**src/rtl/axi_lrsc_write_arbiter.sv**
```systemverilog
// ----------------------------------------------------------------------------
// axi_lrsc_write_arbiter
//
// Purpose:
//   Shares one AXI write path (AW, W, B) among NUM_REQ requesters that feed
//   the slave port of an LR/SC adapter.
//   - AW is arbitrated round-robin. A grant that has not been accepted
//     downstream is held until it completes.
//   - W beats follow AW-grant order, tracked by an internal order FIFO.
//   - B responses are routed by a requester-index prefix that is prepended
//     to the AW ID, so the adapter sees a unique ID per requester.
//
// Ports:
//   clk_i, rst_i          clock (rising edge), synchronous active-high reset
//   slv_aw_* / slv_w_*    per-requester AW/W channels, requester r in slice r
//   slv_b_*               per-requester B channels (prefix stripped from ID)
//   mst_aw_* / mst_w_*    single arbitrated AW/W channel towards the adapter
//   mst_b_*               single B channel from the adapter
// ----------------------------------------------------------------------------
module axi_lrsc_write_arbiter #(
    parameter int NUM_REQ        = 4,
    parameter int AXI_ADDR_WIDTH = 64,
    parameter int AXI_DATA_WIDTH = 64,
    parameter int AXI_ID_WIDTH   = 4,
    parameter int MAX_W_TXNS     = 8,
    localparam int IDX_W         = (NUM_REQ > 1) ? $clog2(NUM_REQ) : 1,
    localparam int STRB_W        = AXI_DATA_WIDTH / 8
) (
    input  logic                                clk_i,
    input  logic                                rst_i,

    input  logic [NUM_REQ*AXI_ADDR_WIDTH-1:0]   slv_aw_addr_i,
    input  logic [NUM_REQ*AXI_ID_WIDTH-1:0]     slv_aw_id_i,
    input  logic [NUM_REQ*8-1:0]                slv_aw_len_i,
    input  logic [NUM_REQ*3-1:0]                slv_aw_size_i,
    input  logic [NUM_REQ-1:0]                  slv_aw_lock_i,
    input  logic [NUM_REQ*6-1:0]                slv_aw_atop_i,
    input  logic [NUM_REQ-1:0]                  slv_aw_valid_i,
    output logic [NUM_REQ-1:0]                  slv_aw_ready_o,

    input  logic [NUM_REQ*AXI_DATA_WIDTH-1:0]   slv_w_data_i,
    input  logic [NUM_REQ*STRB_W-1:0]           slv_w_strb_i,
    input  logic [NUM_REQ-1:0]                  slv_w_last_i,
    input  logic [NUM_REQ-1:0]                  slv_w_valid_i,
    output logic [NUM_REQ-1:0]                  slv_w_ready_o,

    output logic [NUM_REQ*AXI_ID_WIDTH-1:0]     slv_b_id_o,
    output logic [NUM_REQ*2-1:0]                slv_b_resp_o,
    output logic [NUM_REQ-1:0]                  slv_b_valid_o,
    input  logic [NUM_REQ-1:0]                  slv_b_ready_i,

    output logic [AXI_ADDR_WIDTH-1:0]           mst_aw_addr_o,
    output logic [IDX_W+AXI_ID_WIDTH-1:0]       mst_aw_id_o,
    output logic [7:0]                          mst_aw_len_o,
    output logic [2:0]                          mst_aw_size_o,
    output logic                                mst_aw_lock_o,
    output logic [5:0]                          mst_aw_atop_o,
    output logic                                mst_aw_valid_o,
    input  logic                                mst_aw_ready_i,

    output logic [AXI_DATA_WIDTH-1:0]           mst_w_data_o,
    output logic [STRB_W-1:0]                   mst_w_strb_o,
    output logic                                mst_w_last_o,
    output logic                                mst_w_valid_o,
    input  logic                                mst_w_ready_i,

    input  logic [IDX_W+AXI_ID_WIDTH-1:0]       mst_b_id_i,
    input  logic [1:0]                          mst_b_resp_i,
    input  logic                                mst_b_valid_i,
    output logic                                mst_b_ready_o
);

    localparam int PTR_W = (MAX_W_TXNS > 1) ? $clog2(MAX_W_TXNS) : 1;
    localparam int CNT_W = $clog2(MAX_W_TXNS + 1);

    typedef enum logic {
        AW_IDLE,
        AW_HOLD
    } aw_state_e;

    aw_state_e              aw_state_q, aw_state_d;
    logic [IDX_W-1:0]       rr_ptr_q, rr_ptr_d;
    logic [IDX_W-1:0]       grant_q, grant_d;
    logic [PTR_W-1:0]       wr_ptr_q, wr_ptr_d;
    logic [PTR_W-1:0]       rd_ptr_q, rd_ptr_d;
    logic [CNT_W-1:0]       count_q, count_d;
    logic [IDX_W-1:0]       fifo_q [MAX_W_TXNS];
    logic [IDX_W-1:0]       fifo_d [MAX_W_TXNS];

    logic                   found;
    logic [IDX_W-1:0]       winner;
    logic [IDX_W-1:0]       aw_sel;
    logic                   aw_valid;
    logic                   aw_hs;
    logic                   fifo_full;
    logic                   fifo_empty;
    logic [IDX_W-1:0]       head_idx;
    logic                   w_valid;
    logic                   w_last;
    logic                   w_pop;
    logic [IDX_W-1:0]       b_idx;

    assign fifo_full  = (count_q == CNT_W'(MAX_W_TXNS));
    assign fifo_empty = (count_q == '0);
    assign head_idx   = fifo_q[rd_ptr_q];
    assign b_idx      = mst_b_id_i[IDX_W+AXI_ID_WIDTH-1 -: IDX_W];

    // Round-robin search: first valid at or above rr_ptr, otherwise the
    // first valid from 0, which is the wrap-around part of the search.
    always_comb begin
        found  = 1'b0;
        winner = '0;
        for (int r = 0; r < NUM_REQ; r++) begin
            if (!found && slv_aw_valid_i[r] && (r >= int'(rr_ptr_q))) begin
                found  = 1'b1;
                winner = IDX_W'(r);
            end
        end
        for (int r = 0; r < NUM_REQ; r++) begin
            if (!found && slv_aw_valid_i[r]) begin
                found  = 1'b1;
                winner = IDX_W'(r);
            end
        end
    end

    // AW FSM. In HOLD the latched grant is driven regardless of the other
    // valids because an AXI master may not withdraw a raised valid.
    always_comb begin
        aw_state_d = aw_state_q;
        rr_ptr_d   = rr_ptr_q;
        grant_d    = grant_q;
        aw_sel     = winner;
        aw_valid   = 1'b0;

        if (aw_state_q == AW_HOLD) begin
            aw_sel   = grant_q;
            aw_valid = 1'b1;
        end else begin
            aw_valid = found && !fifo_full;
        end

        aw_hs = aw_valid && mst_aw_ready_i;

        case (aw_state_q)
            AW_IDLE: begin
                if (aw_valid && !aw_hs) begin
                    grant_d    = winner;
                    aw_state_d = AW_HOLD;
                end
            end
            AW_HOLD: begin
                if (aw_hs) begin
                    aw_state_d = AW_IDLE;
                end
            end
            default: aw_state_d = AW_IDLE;
        endcase

        if (aw_hs) begin
            rr_ptr_d = (aw_sel == IDX_W'(NUM_REQ - 1)) ? '0 : aw_sel + 1'b1;
        end
    end

    // AW field multiplexing and per-requester ready.
    always_comb begin
        mst_aw_addr_o  = '0;
        mst_aw_id_o    = '0;
        mst_aw_len_o   = '0;
        mst_aw_size_o  = '0;
        mst_aw_lock_o  = 1'b0;
        mst_aw_atop_o  = '0;
        slv_aw_ready_o = '0;
        for (int r = 0; r < NUM_REQ; r++) begin
            if (aw_sel == IDX_W'(r)) begin
                mst_aw_addr_o     = slv_aw_addr_i[r*AXI_ADDR_WIDTH +: AXI_ADDR_WIDTH];
                mst_aw_id_o       = {aw_sel, slv_aw_id_i[r*AXI_ID_WIDTH +: AXI_ID_WIDTH]};
                mst_aw_len_o      = slv_aw_len_i[r*8 +: 8];
                mst_aw_size_o     = slv_aw_size_i[r*3 +: 3];
                mst_aw_lock_o     = slv_aw_lock_i[r];
                mst_aw_atop_o     = slv_aw_atop_i[r*6 +: 6];
                slv_aw_ready_o[r] = aw_valid && mst_aw_ready_i && !rst_i;
            end
        end
        mst_aw_valid_o = aw_valid && !rst_i;
    end

    // W routing from the FIFO head. The FIFO is only written at the clock
    // edge, so a burst's W beats cannot pass in its own AW handshake cycle.
    always_comb begin
        mst_w_data_o  = '0;
        mst_w_strb_o  = '0;
        w_last        = 1'b0;
        w_valid       = 1'b0;
        slv_w_ready_o = '0;
        for (int r = 0; r < NUM_REQ; r++) begin
            if (head_idx == IDX_W'(r)) begin
                mst_w_data_o     = slv_w_data_i[r*AXI_DATA_WIDTH +: AXI_DATA_WIDTH];
                mst_w_strb_o     = slv_w_strb_i[r*STRB_W +: STRB_W];
                w_last           = slv_w_last_i[r];
                w_valid          = slv_w_valid_i[r] && !fifo_empty;
                slv_w_ready_o[r] = mst_w_ready_i && !fifo_empty && !rst_i;
            end
        end
        mst_w_last_o  = w_last;
        mst_w_valid_o = w_valid && !rst_i;
        w_pop         = w_valid && mst_w_ready_i && w_last;
    end

    // Order FIFO: push on AW handshake, pop on the last W beat.
    always_comb begin
        fifo_d   = fifo_q;
        wr_ptr_d = wr_ptr_q;
        rd_ptr_d = rd_ptr_q;
        if (aw_hs) begin
            fifo_d[wr_ptr_q] = aw_sel;
            wr_ptr_d = (wr_ptr_q == PTR_W'(MAX_W_TXNS - 1)) ? '0 : wr_ptr_q + 1'b1;
        end
        if (w_pop) begin
            rd_ptr_d = (rd_ptr_q == PTR_W'(MAX_W_TXNS - 1)) ? '0 : rd_ptr_q + 1'b1;
        end
        count_d = count_q + CNT_W'(aw_hs) - CNT_W'(w_pop);
    end

    // B routing by ID prefix; the response fields are broadcast and only the
    // addressed requester sees valid.
    always_comb begin
        slv_b_id_o    = '0;
        slv_b_resp_o  = '0;
        slv_b_valid_o = '0;
        mst_b_ready_o = 1'b0;
        for (int r = 0; r < NUM_REQ; r++) begin
            slv_b_id_o[r*AXI_ID_WIDTH +: AXI_ID_WIDTH] = mst_b_id_i[AXI_ID_WIDTH-1:0];
            slv_b_resp_o[r*2 +: 2] = mst_b_resp_i;
            if (b_idx == IDX_W'(r)) begin
                slv_b_valid_o[r] = mst_b_valid_i && !rst_i;
                mst_b_ready_o    = slv_b_ready_i[r] && !rst_i;
            end
        end
    end

    always_ff @(posedge clk_i) begin
        if (rst_i) begin
            aw_state_q <= AW_IDLE;
            rr_ptr_q   <= '0;
            grant_q    <= '0;
            wr_ptr_q   <= '0;
            rd_ptr_q   <= '0;
            count_q    <= '0;
        end else begin
            aw_state_q <= aw_state_d;
            rr_ptr_q   <= rr_ptr_d;
            grant_q    <= grant_d;
            wr_ptr_q   <= wr_ptr_d;
            rd_ptr_q   <= rd_ptr_d;
            count_q    <= count_d;
        end
    end

    // Storage needs no reset: entries are only read while count_q > 0.
    always_ff @(posedge clk_i) begin
        fifo_q <= fifo_d;
    end

    // A response prefix that names no requester means the adapter corrupted the ID.
    a_b_prefix_in_range: assert property (
        @(posedge clk_i) disable iff (rst_i)
        mst_b_valid_i |-> (32'(b_idx) < NUM_REQ)
    );

endmodule

```
**config.mk**
```make
export PLATFORM = sky130hd
export DESIGN_NAME = axi_lrsc_write_arbiter
export DESIGN_NICKNAME = d
export VERILOG_FILES = /design/src/rtl/axi_lrsc_write_arbiter.sv
export SDC_FILE = /design/constraint.sdc
export NUM_CORES = 1
export LEC_CHECK = 0
export ABC_AREA = 1
export ABC_CLOCK_PERIOD_IN_PS = 5650
export CORE_AREA = 8 8 324 326
export CTS_BUF_LIST = sky130_fd_sc_hd__clkbuf_4
export CTS_CLUSTER_DIAMETER = 30
export DETAILED_ROUTE_END_ITERATION = 8
export DIE_AREA = 0 0 332 334
export SLEW_MARGIN = 20
export SYNTH_ARGS = -nofsm -noshare
export SYNTH_HDL_FRONTEND = slang
export SYNTH_SLANG_ARGS = --single-unit
```
**constraint.sdc**
```tcl
create_clock -name clk_i -period 5.65 [get_ports clk_i]
set_clock_uncertainty 0.2 [all_clocks]
set_input_delay 1.695 -clock clk_i [delete_from_list [all_inputs] [get_ports clk_i]]
set_output_delay 1.695 -clock clk_i [all_outputs]
set_load 0.02 [all_outputs]
```
==> results.json <==
{
  "path_cells": "buf_8 -> nand2_4 -> nand2_4 -> nor2_4 -> nand3_2 -> o21ai_2 -> nand2_2 -> o21ai_4 -> inv_2 -> ha_4 -> inv_8 -> buf_12 -> buf_12 -> buf_8 -> nand3_4 -> nand2_4 -> o21ai_2 -> o21ai_2 -> buf_12",
  "cp-end-kind": "output pin",
  "ir_worst_vdd_mv": 0.370,
  "grt_max_degree": 113,
  "syn_inst": 1292,
  "final_area_um2": 19800,
  "yosysWarningCount": 0,
  "place_area_um2": 17600,
  "vias": 13200,
  "violations": "setup timing",
  "path_max_fanout": 6,
  "path_depth": 19,
  "power_density_nw_per_um2": 515,
  "min_period_over_period_pct": 101,
  "io_buffers": 830,
  "grt_pass1_wl_um": 115000,
  "place_ws_ns": -1.25,
  "crit_buf_inv": 7,
  "io_pins": 861,
  "dp_cells": 3376,
  "drt-total-wl_um": 89700,
  "worst_slew_pin_slew_ns": 0.555,
  "cts_sinks": 31,
  "worstHoldPathType": "flop to flop",
  "ys_seq_area_share_pct": 11.4,
  "numCtsBuffers": 5,
  "outcome": "finished, violations left",
  "fillCellCount": 11200,
  "hold_depth": 2,
  "dieArea_um2": 111000,
  "post_drt_wl_per_cell_um": 26.0,
  "path_delay_family": "buffers and inverters",
  "clock-root-buffer": "clkbuf_4",
  "utilization_pct": 19.9,
  "initial_utilization_pct": 6.90,
  "crit_path_max_incr_delay_ns": 0.22,
  "final_layout_size_suffix_gt1_share_pct": 26.1,
  "dieWidth_um": 332,
  "ant_nets": 0,
  "final_net_count": 2812,
  "finalSetupViolations": 24,
  "synth_cell_types": 32,
  "globalRoute.totalOverflow": 0,
  "maxCapViolCount": 0,
  "core_um2": 99600,
  "finalSetupTns_ns": -0.631,
  "slew_headroom_pct": 63.0,
  "instances_no_fill": 3452,
  "antenna_found_initial": 55,
  "max_freq_ghz": 0.175,
  "syn_area_per_cell_um2": 5.32,
  "slew_violations": 0,
  "synth_area_um2": 6870,
  "async_flop_share_pct": 0,
  "startpoint_type": "input pin",
  "worstSetupPathType": "input pin to output pin",
  "ys_ff_latch": 31,
  "fp-row-count": 116,
  "rsz0062_at_grt": "yes",
  "gp_congestion": 0.961,
  "synth_edf_count": 16,
  "worstSkewPairLatency_ns": 0.33,
  "cts_tree": "built",
  "layout_min_cycle_time_ns": 5.72,
  "cts_htree_levels": 2,
  "die_h_um": 334,
  "area_delta_synth_final_pct": 188,
  "vias_per_cell": 3.83,
  "drcViolationCount": 0,
  "critPathRequiredTime_ns": 3.75,
  "firstDrtPassIters": 5,
  "grt_pass1_vias": 13300,
  "dpl.hpwl_um": 74300,
  "cp_slowest_cell": "o21ai_2",
  "arrival_ns": 3.83,
  "worst_slack_ns": -0.0726,
  "grt_usage_pct": 14.8,
  "drt_iter0_markers": 734,
  "hold_viol": 0,
  "clkTransAtPathRegs_ns": 0.09,
  "clk_path_buf_depth": 2,
  "syn-num-nets": 1968,
  "p_leak_nw": 7.43,
  "rr_worst_depth": 17,
  "ys.flop_type": "edfxtp_1"
}
final cells by class:
| cell class | instances | area (um^2) | share of cell area [%] |
|---|---|---|---|
| clock buffers | 6 | 45.0 | 0.227 |
| flip-flops and latches | 31 | 781 | 3.94 |
| well taps | 1298 | 1620 | 8.20 |
| clock inverters | 2 | 8.76 | 0.0442 |
| multi-input cells | 1054 | 6470 | 32.7 |
| diodes | 17 | 42.5 | 0.215 |
| repair buffers | 985 | 10600 | 53.5 |
| inverters | 59 | 236 | 1.19 |
per-layer routing:
metal  GRT usage (%)  share of wire (%)
met1            16.7                 39
met2            26.6                 50
met3            4.47                7.3
met4            4.65                3.4
met5               0              0.049
registers in the layout, indices dropped and copies added, names as in the netlist, named ones only:
register  flops
count_q       4
wr_ptr_q      3
rd_ptr_q      3
fifo_q       16
rr_ptr_q      2
grant_q       2
power breakdown:
part           internal (mW)  switching, mW
registers              0.285         0.0364
clock network         0.0515         0.0730
logic                   4.08           5.69
placed cells by master, fill, tap and decap left out, types with 7 or more instances in the layout:
cell / netlist / layout
a21oi_1: 91 / 44
a21oi_2: 0 / 35
a21oi_4: 0 / 12
buf_12: 0 / 49
buf_16: 0 / 10
buf_4: 30 / 100
buf_6: 2 / 74
buf_8: 0 / 15
clkbuf_16: 0 / 9
clkdlybuf4s50_1: 0 / 725
dfxtp_1: 15 / 15
diode_2: 0 / 17
edfxtp_1: 16 / 16
ha_1: 14 / 10
inv_1: 54 / 51
nand2_1: 297 / 261
nand2_2: 6 / 36
nand3_1: 332 / 300
nand3_2: 1 / 26
nand3_4: 0 / 7
nand4_1: 72 / 72
nor2_1: 32 / 29
nor3_1: 7 / 7
o21ai_0: 187 / 27
o21ai_1: 0 / 12
o21ai_2: 0 / 135
o21ai_4: 0 / 13
cell families (layout without fill, tap and decap cells):
logic type	count (synthesis)	in the layout	share of synthesized area, %
xor+xnor	1	1	0.127
flops	31	31	11.4
simple gates	754	754	50.8
compound gates	284	284	20.9
fa+ha+maj	15	15	2.84
buf+inv	207	1052	14.0
other cells	0	17	0
worst register-to-register path, stage by stage (launching register included):
cell	delay (ns)
dfxtp_1	0.43
inv_1	0.23
nand2_1	0.08
nand3_1	0.10
nand3_1	0.19
nand2_8	0.29
buf_12	0.41
nand3_1	0.19
nand3_1	0.15
nand2_4	0.08
nor2_2	0.21
ha_1	0.27
inv_1	0.06
ha_1	0.14
inv_1	0.06
fa_1	0.41
xor2_1	0.14
nor2_1	0.05
worst paths after layout:
path                            slack [ns]               end         startpoint
worst min register to register        0.32        grant_q[0]         grant_q[0]
worst max-delay path                 -0.07  mst_aw_size_o[0]  slv_aw_valid_i[2]
worst max register to register        1.88        count_q[2]        rd_ptr_q[0]
worst min-delay path                  0.32        grant_q[0]         grant_q[0]
Yosys cell counts, types with 2 or more instances:
master    count  area share (%)
ha_1         14             2.5
nor3_1        7            0.51
buf_6         2            0.33
nand3_1     332              24
buf_2        48             3.5
clkbuf_1     56             3.1
inv_2         5            0.27
nand2_1     297              16
a21oi_1      91             6.6
nand4_1      72             6.6
nor2_1       32             1.7
nand2_4       2            0.33
nand2_2       6            0.55
o21ai_0     187              14
edfxtp_1     16             7.0
buf_4        30             3.3
buf_1        12            0.66
dfxtp_1      15             4.4
inv_1        54             2.9
a211oi_1      2            0.22
repair_timing:
item | 4_1_cts | 5_1_grt
pin swaps | 33 | 85
endpoints found under the setup margin | 92 | 91
buffers inserted | 30 | 14
hold buffers | 0 | 0
cloned | 11 | 8
gates resized for setup | 514 | 263
metrics by stage:
| stage | hold WS, ns | total power, mW |
|---|---|---|
| global placement | 0.264 | 9.16 |
| finish | 0.315 | 10.2 |
| CTS | 0.320 | 9.82 |
| floorplan | 0.251 | 4.70 |
| global route | 0.336 | 10.9 |
| detailed placement | 0.269 | 9.19 |
Note: power is estimated with default switching activity, not from simulation.
